[src/rtl/press_timer.sv]
// press_timer: turns the raw jump button into a one-shot distance pulse on
// jump_dist. The button is synchronised and debounced, the hold time is
// counted in prescaled ticks, and the final distance is driven for a short
// window followed by a forced-zero cooldown.
//
// Optional feature: define PRESS_TIMER_AUTOFIRE_EN to fire automatically when
// the charge saturates while the button is still held.
//
// Debug outputs dbg_state_o / dbg_btn_db_o expose the FSM state and the
// debounced button level.
module press_timer #(
  parameter int DEBOUNCE_CYCLES = 4,
  parameter int TICK_DIV        = 16,
  parameter int MAX_DIST        = 60,
  parameter int HOLD_CYCLES     = 2,
  parameter int COOL_CYCLES     = 8
) (
  input  logic       clk,
  input  logic       restart_n,
  input  logic       btn,
  output logic [7:0] jump_dist,
  output logic [7:0] charge,
  output logic       charging,
  output logic       busy,
  output logic [1:0] dbg_state_o,
  output logic       dbg_btn_db_o
);

  localparam int DBW = (DEBOUNCE_CYCLES > 1) ? $clog2(DEBOUNCE_CYCLES) : 1;
  localparam int PW  = (TICK_DIV > 1)        ? $clog2(TICK_DIV)        : 1;
  localparam int HW  = (HOLD_CYCLES > 1)     ? $clog2(HOLD_CYCLES)     : 1;
  localparam int CW  = (COOL_CYCLES > 1)     ? $clog2(COOL_CYCLES)     : 1;

  localparam logic [DBW-1:0] DB_LAST = DBW'(DEBOUNCE_CYCLES - 1);
  localparam logic [PW-1:0]  P_LAST  = PW'(TICK_DIV - 1);
  localparam logic [HW-1:0]  H_LAST  = HW'(HOLD_CYCLES - 1);
  localparam logic [CW-1:0]  C_LAST  = CW'(COOL_CYCLES - 1);
  localparam logic [7:0]     MAX_D   = 8'(MAX_DIST);

  typedef enum logic [1:0] {
    S_IDLE   = 2'd0,
    S_CHARGE = 2'd1,
    S_EMIT   = 2'd2,
    S_COOL   = 2'd3
  } state_e;

  logic           sync1_q, sync2_q;
  logic           settled_q;
  logic [DBW-1:0] db_cnt_q, db_cnt_d;
  logic           btn_db_q, btn_db_d;
  logic           armed_q, armed_d;
  state_e         state_q, state_d;
  logic [PW-1:0]  presc_q, presc_d;
  logic [7:0]     dist_q, dist_d;
  logic [7:0]     out_val_q, out_val_d;
  logic [HW-1:0]  hcnt_q, hcnt_d;
  logic [CW-1:0]  ccnt_q, ccnt_d;

  // Two-flop synchroniser; settled_q marks that the first real sample of btn
  // has entered the pipe (right after reset the pipe only holds reset zeros,
  // so arming must wait one cycle or a button held through reset would arm).
  always_ff @(posedge clk or negedge restart_n) begin
    if (!restart_n) begin
      sync1_q   <= 1'b0;
      sync2_q   <= 1'b0;
      settled_q <= 1'b0;
    end else begin
      sync1_q   <= btn;
      sync2_q   <= sync1_q;
      settled_q <= 1'b1;
    end
  end

  // Debounce: the level flips only after DEBOUNCE_CYCLES mismatching samples in a row.
  always_comb begin
    db_cnt_d = '0;
    btn_db_d = btn_db_q;
    if (sync2_q != btn_db_q) begin
      if (db_cnt_q == DB_LAST) begin
        btn_db_d = ~btn_db_q;
      end else begin
        db_cnt_d = db_cnt_q + 1'b1;
      end
    end
  end

  // Main FSM next state plus counter and flag updates.
  always_comb begin
    state_d   = state_q;
    presc_d   = presc_q;
    dist_d    = dist_q;
    out_val_d = out_val_q;
    hcnt_d    = hcnt_q;
    ccnt_d    = ccnt_q;
    armed_d   = armed_q;
    case (state_q)
      S_IDLE: begin
        // Arm only once the button is cleanly low all the way through the pipe.
        if (settled_q && !btn_db_q && !sync2_q && !sync1_q) armed_d = 1'b1;
        if (btn_db_q && armed_q) begin
          state_d = S_CHARGE;
          presc_d = '0;
          dist_d  = '0;
        end
      end
      S_CHARGE: begin
        if (!btn_db_q) begin
          // A tap shorter than one tick still produces a jump of 1.
          state_d   = S_EMIT;
          out_val_d = (dist_q == 8'd0) ? 8'd1 : dist_q;
          hcnt_d    = '0;
        end
`ifdef PRESS_TIMER_AUTOFIRE_EN
        else if (dist_q == MAX_D) begin
          state_d   = S_EMIT;
          out_val_d = MAX_D;
          hcnt_d    = '0;
          armed_d   = 1'b0;
        end
`endif
        else begin
          presc_d = presc_q + 1'b1;
          if (presc_q == P_LAST) begin
            presc_d = '0;
            if (dist_q < MAX_D) dist_d = dist_q + 8'd1;
          end
        end
      end
      S_EMIT: begin
        if (hcnt_q == H_LAST) begin
          state_d = S_COOL;
          ccnt_d  = '0;
        end else begin
          hcnt_d = hcnt_q + 1'b1;
        end
      end
      S_COOL: begin
        if (ccnt_q == C_LAST) begin
          state_d = S_IDLE;
          armed_d = 1'b0;
        end else begin
          ccnt_d = ccnt_q + 1'b1;
        end
      end
      default: state_d = S_IDLE;
    endcase
  end

  // State and datapath registers; reset returns everything to IDLE at once.
  always_ff @(posedge clk or negedge restart_n) begin
    if (!restart_n) begin
      db_cnt_q  <= '0;
      btn_db_q  <= 1'b0;
      armed_q   <= 1'b0;
      state_q   <= S_IDLE;
      presc_q   <= '0;
      dist_q    <= '0;
      out_val_q <= '0;
      hcnt_q    <= '0;
      ccnt_q    <= '0;
    end else begin
      db_cnt_q  <= db_cnt_d;
      btn_db_q  <= btn_db_d;
      armed_q   <= armed_d;
      state_q   <= state_d;
      presc_q   <= presc_d;
      dist_q    <= dist_d;
      out_val_q <= out_val_d;
      hcnt_q    <= hcnt_d;
      ccnt_q    <= ccnt_d;
    end
  end

  // Outputs decode straight from registered state so reset zeroes them immediately.
  always_comb begin
    jump_dist    = (state_q == S_EMIT)   ? out_val_q : 8'd0;
    charge       = (state_q == S_CHARGE) ? dist_q    : 8'd0;
    charging     = (state_q == S_CHARGE);
    busy         = (state_q == S_EMIT) || (state_q == S_COOL);
    dbg_state_o  = state_q;
    dbg_btn_db_o = btn_db_q;
  end

endmodule

[config.mk]
export PLATFORM = sky130hd
export DESIGN_NAME = press_timer
export DESIGN_NICKNAME = d
export VERILOG_FILES = /design/src/rtl/press_timer.sv
export SDC_FILE = /design/constraint.sdc
export NUM_CORES = 1
export LEC_CHECK = 0
export ABC_AREA = 0
export CORE_MARGIN = 10
export CORE_UTILIZATION = 35
export DETAILED_ROUTE_END_ITERATION = 12
export MAX_ROUTING_LAYER = met4
export PLACE_DENSITY = 0.51
export SLEW_MARGIN = 10
export SYNTH_ARGS = -nofsm -noshare
export SYNTH_HDL_FRONTEND = slang
export SYNTH_SLANG_ARGS = --single-unit
[constraint.sdc]
create_clock -name clk -period 3.7 [get_ports clk]
set_input_delay 0.74 -clock clk [delete_from_list [all_inputs] [get_ports clk]]
set_output_delay 0.74 -clock clk [all_outputs]
set_load 0.01 [all_outputs]
**Word-level counts from Yosys, hierarchy flattened**

Cells that the tools add are included.

- Register bits after elaboration: 33
- Bits in latches: 0
- RAM bits: 0
- Bits in read-only memories: 0
- Bits of input ports: 3
- Output and inout bits: 21
- Word-level logic and storage cells: 85
- Memories: 0

- Add/subtract/negate cells: 5
- Multipliers: 0
- Div/mod/pow operators: 0
- Magnitude comparators: 1
- Eq/ne operators: 16
- Shifts and indexed selects: 0
- Multiplexer cells: 28
- Bitwise operators: 1
- Reductions and logical operators: 22

Operators by type and width:

| cell | number |
|---|---|
| $mux W8 | 7 |
| $pmux W8 S2 | 1 |
| $mux W2 | 6 |
| $mux W4 | 3 |
| $ne A2 B2 Y1 const B | 6 |
| $reduce_and A3 Y1 | 3 |
| $add A8 B1 Y8 const B | 1 |
| $logic_not A8 Y1 | 1 |
| $lt A8 B6 Y1 const B | 1 |
| $pmux W2 S4 | 1 |
| $pmux W4 S2 | 1 |
| $reduce_bool A2 Y1 | 4 |
| $eq A2 B2 Y1 const B | 3 |
| $mux W3 | 2 |
| $ne A2 B1 Y1 const B | 3 |
| $pmux W3 S2 | 1 |
| $reduce_and A2 Y1 | 3 |
| $reduce_and A5 Y1 | 1 |
| $add A4 B1 Y4 const B | 1 |
| $eq A4 B4 Y1 const B | 1 |
| $logic_and A1 B1 Y1 | 4 |
| $mux W1 | 4 |
| $pmux W1 S2 | 2 |
| $reduce_and A4 Y1 | 1 |
| 10 further kinds | 12 |

**Depth between registers and ports, before layout**

Gate-level depths: netlist (run 1).

- Depth after elaboration: 6
- Depth in mapped cells: 8

**Worst setup path before layout (run 1)**

No wires, ideal clock.

- Kind: reg2out
- Start point: register state_q[1] (netlist: dbg_state_o[1])
- End point: output charge[2]
- Arrival time: 1286 ps
- Required time: 2960 ps
- Setup slack: 1674 ps
- Stages on the path, launching flop included: 5
- Path buffers: 1
- Cell sequence: dfrtp_1 > inv_1 > ha_1 > clkbuf_1 > and2_1

- Longest elaborated chain between the ends: 2

Ends and longest elaborated chain:

| item | RTL line | text |
|---|---|---|
| start: declaration | 52 | `state_e state_q, state_d;` |
| start signal: assignment | 165 | `state_q <= state_d;` |
| $eq A2 B1 Y1 | - |  |
| net charging | 23 | `output logic charging,` |
| $mux W8 | 177 | `charge = (state_q == S_CHARGE) ? dist_q : 8'd0;` |
| end: declaration | 22 | `output logic [7:0] charge,` |

The timed path passes the listed nets, and every way through them passes these cells.

**Worst setup path in the final report (run 1)**

- Start point: register state_q[1] (netlist: dbg_state_o[1])
- End point: output charge[0]

- Longest elaborated chain between the ends: 2

Ends and longest elaborated chain:

| item | RTL line |
|---|---|
| $eq A2 B1 Y1 | 177 |
| $mux W8 | 177 |

Every way passes these cells.

==> impl_metrics.json, run 1 <==
{
  "status": "finished, final reports clean",
  "synth_top_flop_cell": "dfrtp_1",
  "place_hpwl_mm": 2.836,
  "drv_cap": 0,
  "layout-drive-gt1-share_pct": 10.71,
  "worst_pin_slew_ns": 0.6167,
  "p_per_area_nw_per_um2": 665.6,
  "start_util_pct": 36.62,
  "core_area_um2": 4817,
  "p_leak_nw": 0.9372,
  "synth_cell_type_count": 42,
  "critPathLaunchType": "register",
  "routabilityCongestion": 0.8158,
  "grt_pass1_wl_mm": 7.093,
  "final-setup-viol-count": 0,
  "syn-cell-area_um2": 1764,
  "antenna-diode-count": 0,
  "postRouteWirelength_mm": 3.962,
  "cts.sinks": 33,
  "setup_tns_ns": 0,
  "slew_viol_final": 0,
  "synth_edf_count": 0,
  "period_needed_ns": 3.026,
  "seqCellArea_um2": 825.8,
  "grt_max_degree": 34,
  "die-width_um": 91.00,
  "stdcell_count": 263,
  "path_max_fanout": 18,
  "relSlewSlack_pct": 58.88,
  "rsz0062_at_grt": "false",
  "clock-root-buffer": "clkbuf_8",
  "multi_input_comb_area_um2": 857.1,
  "crit_type": "reg -> out",
  "synth-seq-cells": 33,
  "synth_most_common_cell": "dfrtp_1",
  "postCtsResizedCells": 0,
  "antenna_left": 0,
  "grt-ovfl-total": 0,
  "arrival_ns": 2.29,
  "cts_buffers": 5,
  "worstSetupEndpointType": "output port",
  "syn_to_final_growth_pct": 20.64,
  "setup_ws_ns": 0.6738,
  "synth_common_cells": "dfrtp_1 (33), and2_1 (15), nor2_1 (14)",
  "rows": 25,
  "ys_seq_area_share_pct": 46.81,
  "finalHoldViolCount": 0,
  "io_buffer_count": 23,
  "ctsHoldBuffers": 0,
  "antenna_found_initial": 0,
  "wl_per_cell_um": 15.06,
  "hp-class": "reg -> reg",
  "finClkSkew_ns": 0.004725,
  "dieHeight_um": 91.00,
  "avgSynthCellArea_um2": 10.32,
  "cts_buffer_depth": 2,
  "synth_top_area_cell": "dfrtp_1",
  "cts_setup_buffers": 0,
  "synth_top_area_share_pct": 46.81,
  "place_ws_ns": 0.9886,
  "vias_per_cell": 4.962,
  "clock_latency_ns": 0.28,
  "first_global_vias": 1404,
  "vdd_drop_max_uv": 286.7,
  "min_period_over_period_pct": 81.79,
  "dieArea_um2": 8280,
  "synth_cells": 171,
  "pin_count": 24,
  "vias": 1305,
  "syn_nets": 184,
  "place_inst": 255,
  "drc": 0,
  "ys_warn_count": 0,
  "fmax_mhz": 330.5,
  "drt-initial-drc-count": 57,
  "grt_usage_pct": 10.71,
  "synthArstFlopShare_pct": 100.0,
  "fillCellCount": 493,
  "required_ns": 2.96,
  "cts_htree_levels": 2,
  "nNetsFinal": 208,
  "clkTransAtPathRegs_ns": 0.07,
  "ys_top_cells_by_area": "dfrtp_1 (47%), ha_1 (7.1%), mux2_2 (5.7%)",
  "drt-pass1-iter-count": 4,
  "tritoncts": "built",
  "whs_ns": 0.3813
}
state kept, by name, summed over array words and instances, names as in the netlist:
name          flops
dbg_btn_db_o      1
armed_q           1
settled_q         1
out_val_q         8
sync2_q           1
sync1_q           1
db_cnt_q          2
dist_q            8
presc_q           4
dbg_state_o       2
hcnt_q            1
ccnt_q            3
cell usage in the layout, fill, tap and decap left out, drive strengths merged, types with 2 or more instances in the layout:
master,netlist,layout
and3,2,2
a31o,4,4
dfrtp,33,33
a31oi,3,3
nand3,2,2
xnor2,2,2
nor2b,4,4
o21ai,7,7
inv,11,11
and2,15,15
mux2i,4,4
clkinv,0,2
clkdlybuf4s50,0,23
clkbuf,3,6
nor3,2,2
ha,10,10
nor2,15,15
a21oi,6,6
a22o,4,4
mux2,9,9
nand2,13,13
report_power, final:
| part | internal (W) | total, W | switching (W) |
|---|---|---|---|
| registers | 0.000440 | 0.000528 | 0.0000873 |
| logic | 0.000294 | 0.000624 | 0.000329 |
| clock network | 0.000130 | 0.000265 | 0.000135 |
| total | 0.000865 | 0.00142 | 0.000551 |
worst max-delay path, cell delays in order, from the launching register on:
cell and delay [ns]:
dfrtp_1 0.43, inv_1 0.10, ha_1 0.55, inv_1 0.22
nor2_1 0.15, clkdlybuf4s50_1 0.56
cell type report:
| cell class | count | share of cell area [%] |
|---|---|---|
| Clock inverter | 2 | 0.4703 |
| Clock buffer | 6 | 3.410 |
| Timing Repair Buffer | 24 | 11.17 |
| Sequential cell | 33 | 38.80 |
| Multi-Input combinational cell | 120 | 40.27 |
| Tap cell | 67 | 3.939 |
| Inverter | 11 | 1.940 |
stage by stage:
step | total power [W] | area [um2] | util (%)
3_3_place_gp | 0.001126 | 2046 | 42.47
6_report | 0.001417 | 2128 | 44.18
2_1_floorplan | 0.0009651 | 1764 | -
5_1_grt | 0.001541 | 2128 | 44.18
4_1_cts | 0.001428 | 2128 | 44.18
3_5_place_dp | 0.001159 | 2046 | 42.47
final timing paths:
| check | from | endpoint | slack, ns | cells after the start |
|---|---|---|---|---|
| worst max-delay path | dbg_state_o[1]$_DFFE_PN0P_ | charge[0] | 0.67 | 5 |
| worst min-delay path | sync1_q$_DFF_PN0_ | sync2_q$_DFF_PN0_ | 0.38 | 0 |
| worst max register to register | dbg_state_o[1]$_DFFE_PN0P_ | dist_q[1]$_DFFE_PN0P_ | 1.34 | 6 |
| worst min register to register | sync1_q$_DFF_PN0_ | sync2_q$_DFF_PN0_ | 0.38 | 0 |
| max in group asynchronous | restart_n | dist_q[3]$_DFFE_PN0P_ | 2.53 | 2 |
| min in group asynchronous | restart_n | ccnt_q[0]$_DFFE_PN0P_ | 0.86 | 2 |
cells by family after synthesis:
| logic type | after synthesis | synth area share, % |
|---|---|---|
| muxes | 13 | 8.014 |
| buffers and inverters | 18 | 4.610 |
| AOI/OAI and AO/OA | 33 | 14.11 |
| xor gates and xnor gates | 2 | 0.9931 |
| adders and majority gates | 10 | 7.092 |
| other | 1 | 0.2126 |
| and+or+nand+nor | 61 | 18.16 |
| DFF | 33 | 46.81 |
layer usage:
| metal | GRT usage [%] | part of all wire (%) |
|---|---|---|
| met1 | 12.94 | 47 |
| met2 | 16.41 | 48 |
| met3 | 2.881 | 4.2 |
| met4 | 4.700 | 1.3 |
| met5 | - | 0 |
(Power assumes the default switching activity.)
==> inputs of run 2 (changes only) <==
Clock period 3.7 ns to 2.9 ns, I/O delays scaled along.
==> impl_metrics.json, run 2 (synthesis results as in run 1) <==
{
  "finalHoldViolCount": 0,
  "r2r_start": "dbg_state_o[1]$_DFFE_PN0P_",
  "antenna_found_initial": 0,
  "pwr-share-seq_pct": 36.5,
  "postRouteWirelength_mm": 3.853,
  "fmax_mhz": 388.8,
  "crit_end": "charge[0]",
  "io_buffer_count": 23,
  "path_max_fanout": 10,
  "reg2reg_slack_ns": 0.62,
  "highest_layer": "met4",
  "grt_usage_pct": 10.12,
  "ctsHoldBuffers": 0,
  "slew_viol_final": 0,
  "wl_met3_um": 171,
  "multi_input_comb_area_um2": 857.1,
  "dieArea_um2": 8280,
  "min_period_over_period_pct": 88.69,
  "holdPathStages": 0,
  "cts_htree_levels": 2,
  "vias_per_cell": 5.027,
  "final_common_cell": "dfrtp_1",
  "finClkSkew_ns": 0.003462,
  "p_clk_share_pct": 20.5,
  "setup_ws_ns": 0.3281,
  "first_global_vias": 1346,
  "dieHeight_um": 91.00,
  "p_per_area_nw_per_um2": 856.4,
  "tritoncts": "built",
  "postCtsResizedCells": 0,
  "ff2ff_path_depth": 7,
  "antenna_left": 0,
  "required_ns": 2.32,
  "layout-drive-gt1-share_pct": 11.68,
  "drv_cap": 0,
  "core_area_um2": 4817,
  "drc": 0,
  "cts.sinks": 33,
  "die-width_um": 91.00,
  "rows": 25,
  "period_needed_ns": 2.572,
  "swShare_pct": 37.26,
  "top_regs": "dist_q x8, out_val_q x8, presc_q x4",
  "place_hpwl_mm": 2.903,
  "cts_buffers": 5,
  "worstSetupEndpointType": "output port",
  "drt-pass1-iter-count": 4,
  "timing.rr.end": "dist_q[0]$_DFFE_PN0P_",
  "final-setup-viol-count": 0,
  "grt_pass1_wl_mm": 6.768,
  "wl_met1_mm": 1.753,
  "drt-initial-drc-count": 67,
  "wl_met2_mm": 1.894,
  "grt_max_degree": 34,
  "status": "finished, final reports clean",
  "cts_setup_buffers": 0,
  "p_switching_w": 0.0006875,
  "fillCellCount": 493,
  "cts_buffer_depth": 2,
  "rsz0062_at_grt": "false",
  "crit_type": "reg -> out",
  "crit_start": "dbg_state_o[1]$_DFFE_PN0P_",
  "clock_latency_ns": 0.28,
  "arrival_ns": 1.99,
  "start_util_pct": 36.62,
  "grt-ovfl-total": 0,
  "seqCellArea_um2": 825.8,
  "vdd_drop_max_uv": 298.3,
  "place_ws_ns": 0.5944,
  "nNetsFinal": 209,
  "routabilityCongestion": 0.8093,
  "setup_tns_ns": 0,
  "clkTransAtPathRegs_ns": 0.06,
  "p_comb_share_pct": 43.0,
  "wl_per_cell_um": 14.59,
  "final_cell_mix": "dfrtp_1 (33), clkdlybuf4s50_1 (23), and2_1 (15)",
  "internal_power_w": 0.001158,
  "syn_to_final_growth_pct": 22.13,
  "hp-class": "reg -> reg",
  "p_leak_nw": 0.9517,
  "pin_count": 24,
  "vias": 1327,
  "antenna-diode-count": 0,
  "clock-root-buffer": "clkbuf_8",
  "critPathLaunchType": "register"
}
[run 2: cell types whose count changed in the layout (fill, tap and decap cells not counted), sizes merged]
cell | previous run | this run
clkinv | 2 | 1
clkbuf | 6 | 7
buf | 1 | 2
[run 2: how the worst min path moves through the flow]
stage	end	startpoint	slack, ns
6_report	sync2_q$_DFF_PN0_	sync1_q$_DFF_PN0_	0.39
4_1_cts	sync2_q$_DFF_PN0_	sync1_q$_DFF_PN0_	0.40
5_1_grt	sync2_q$_DFF_PN0_	sync1_q$_DFF_PN0_	0.41
3_3_place_gp	sync2_q$_DFF_PN0_	sync1_q$_DFF_PN0_	0.36
2_1_floorplan	armed_q$_DFFE_PN0P_	restart_n	0.28
3_5_place_dp	sync2_q$_DFF_PN0_	sync1_q$_DFF_PN0_	0.39
[run 2: cell type report]
class | count | area share (%)
timing repair buffer | 25 | 11.38
sequential | 33 | 38.33
clock inverter | 1 | 0.2323
clock buffer | 7 | 4.472
multi-input combinational | 120 | 39.78
inverter | 11 | 1.916
tap | 67 | 3.891
[run 2: power groups by stage]
| stage | clock [W] | sequential, W | combinational (W) |
|---|---|---|---|
| after global routing | 0.000414 | 0.000691 | 0.000896 |
| after floorplan | 0 | 0.000647 | 0.000584 |
| after CTS | 0.000394 | 0.000677 | 0.000807 |
| final | 0.000377 | 0.000674 | 0.000794 |
| after global placement | 0 | 0.000672 | 0.000784 |
| after detailed placement | 0 | 0.000683 | 0.000806 |
[run 2: stage by stage]
step	power [W]	hold WS (ns)	instance area (um2)	instances	util (%)
finish	0.001845	0.3932	2155	264	44.73
detailed placement	0.001489	0.3868	2053	256	42.62
global route	0.002001	0.4079	2155	264	44.73
global placement	0.001455	0.3643	2053	256	42.62
CTS	0.001878	0.4012	2155	264	44.73
floorplan	0.001231	0.2844	1764	171	-
[run 2: layer usage]
metal  track usage (%)  vias to the layer above
met3             3.045                        4
met5                 -                        -
met1             11.83                      654
li1                  -                      645
met2             16.35                       24
met4             3.133                        0
[run 2: critical path, cell delays in order (launching register included)]
cell and delay, ns:
dfrtp_1 0.43, inv_1 0.10, ha_1 0.34, inv_1 0.17, nor2_1 0.13, clkdlybuf4s50_1 0.54
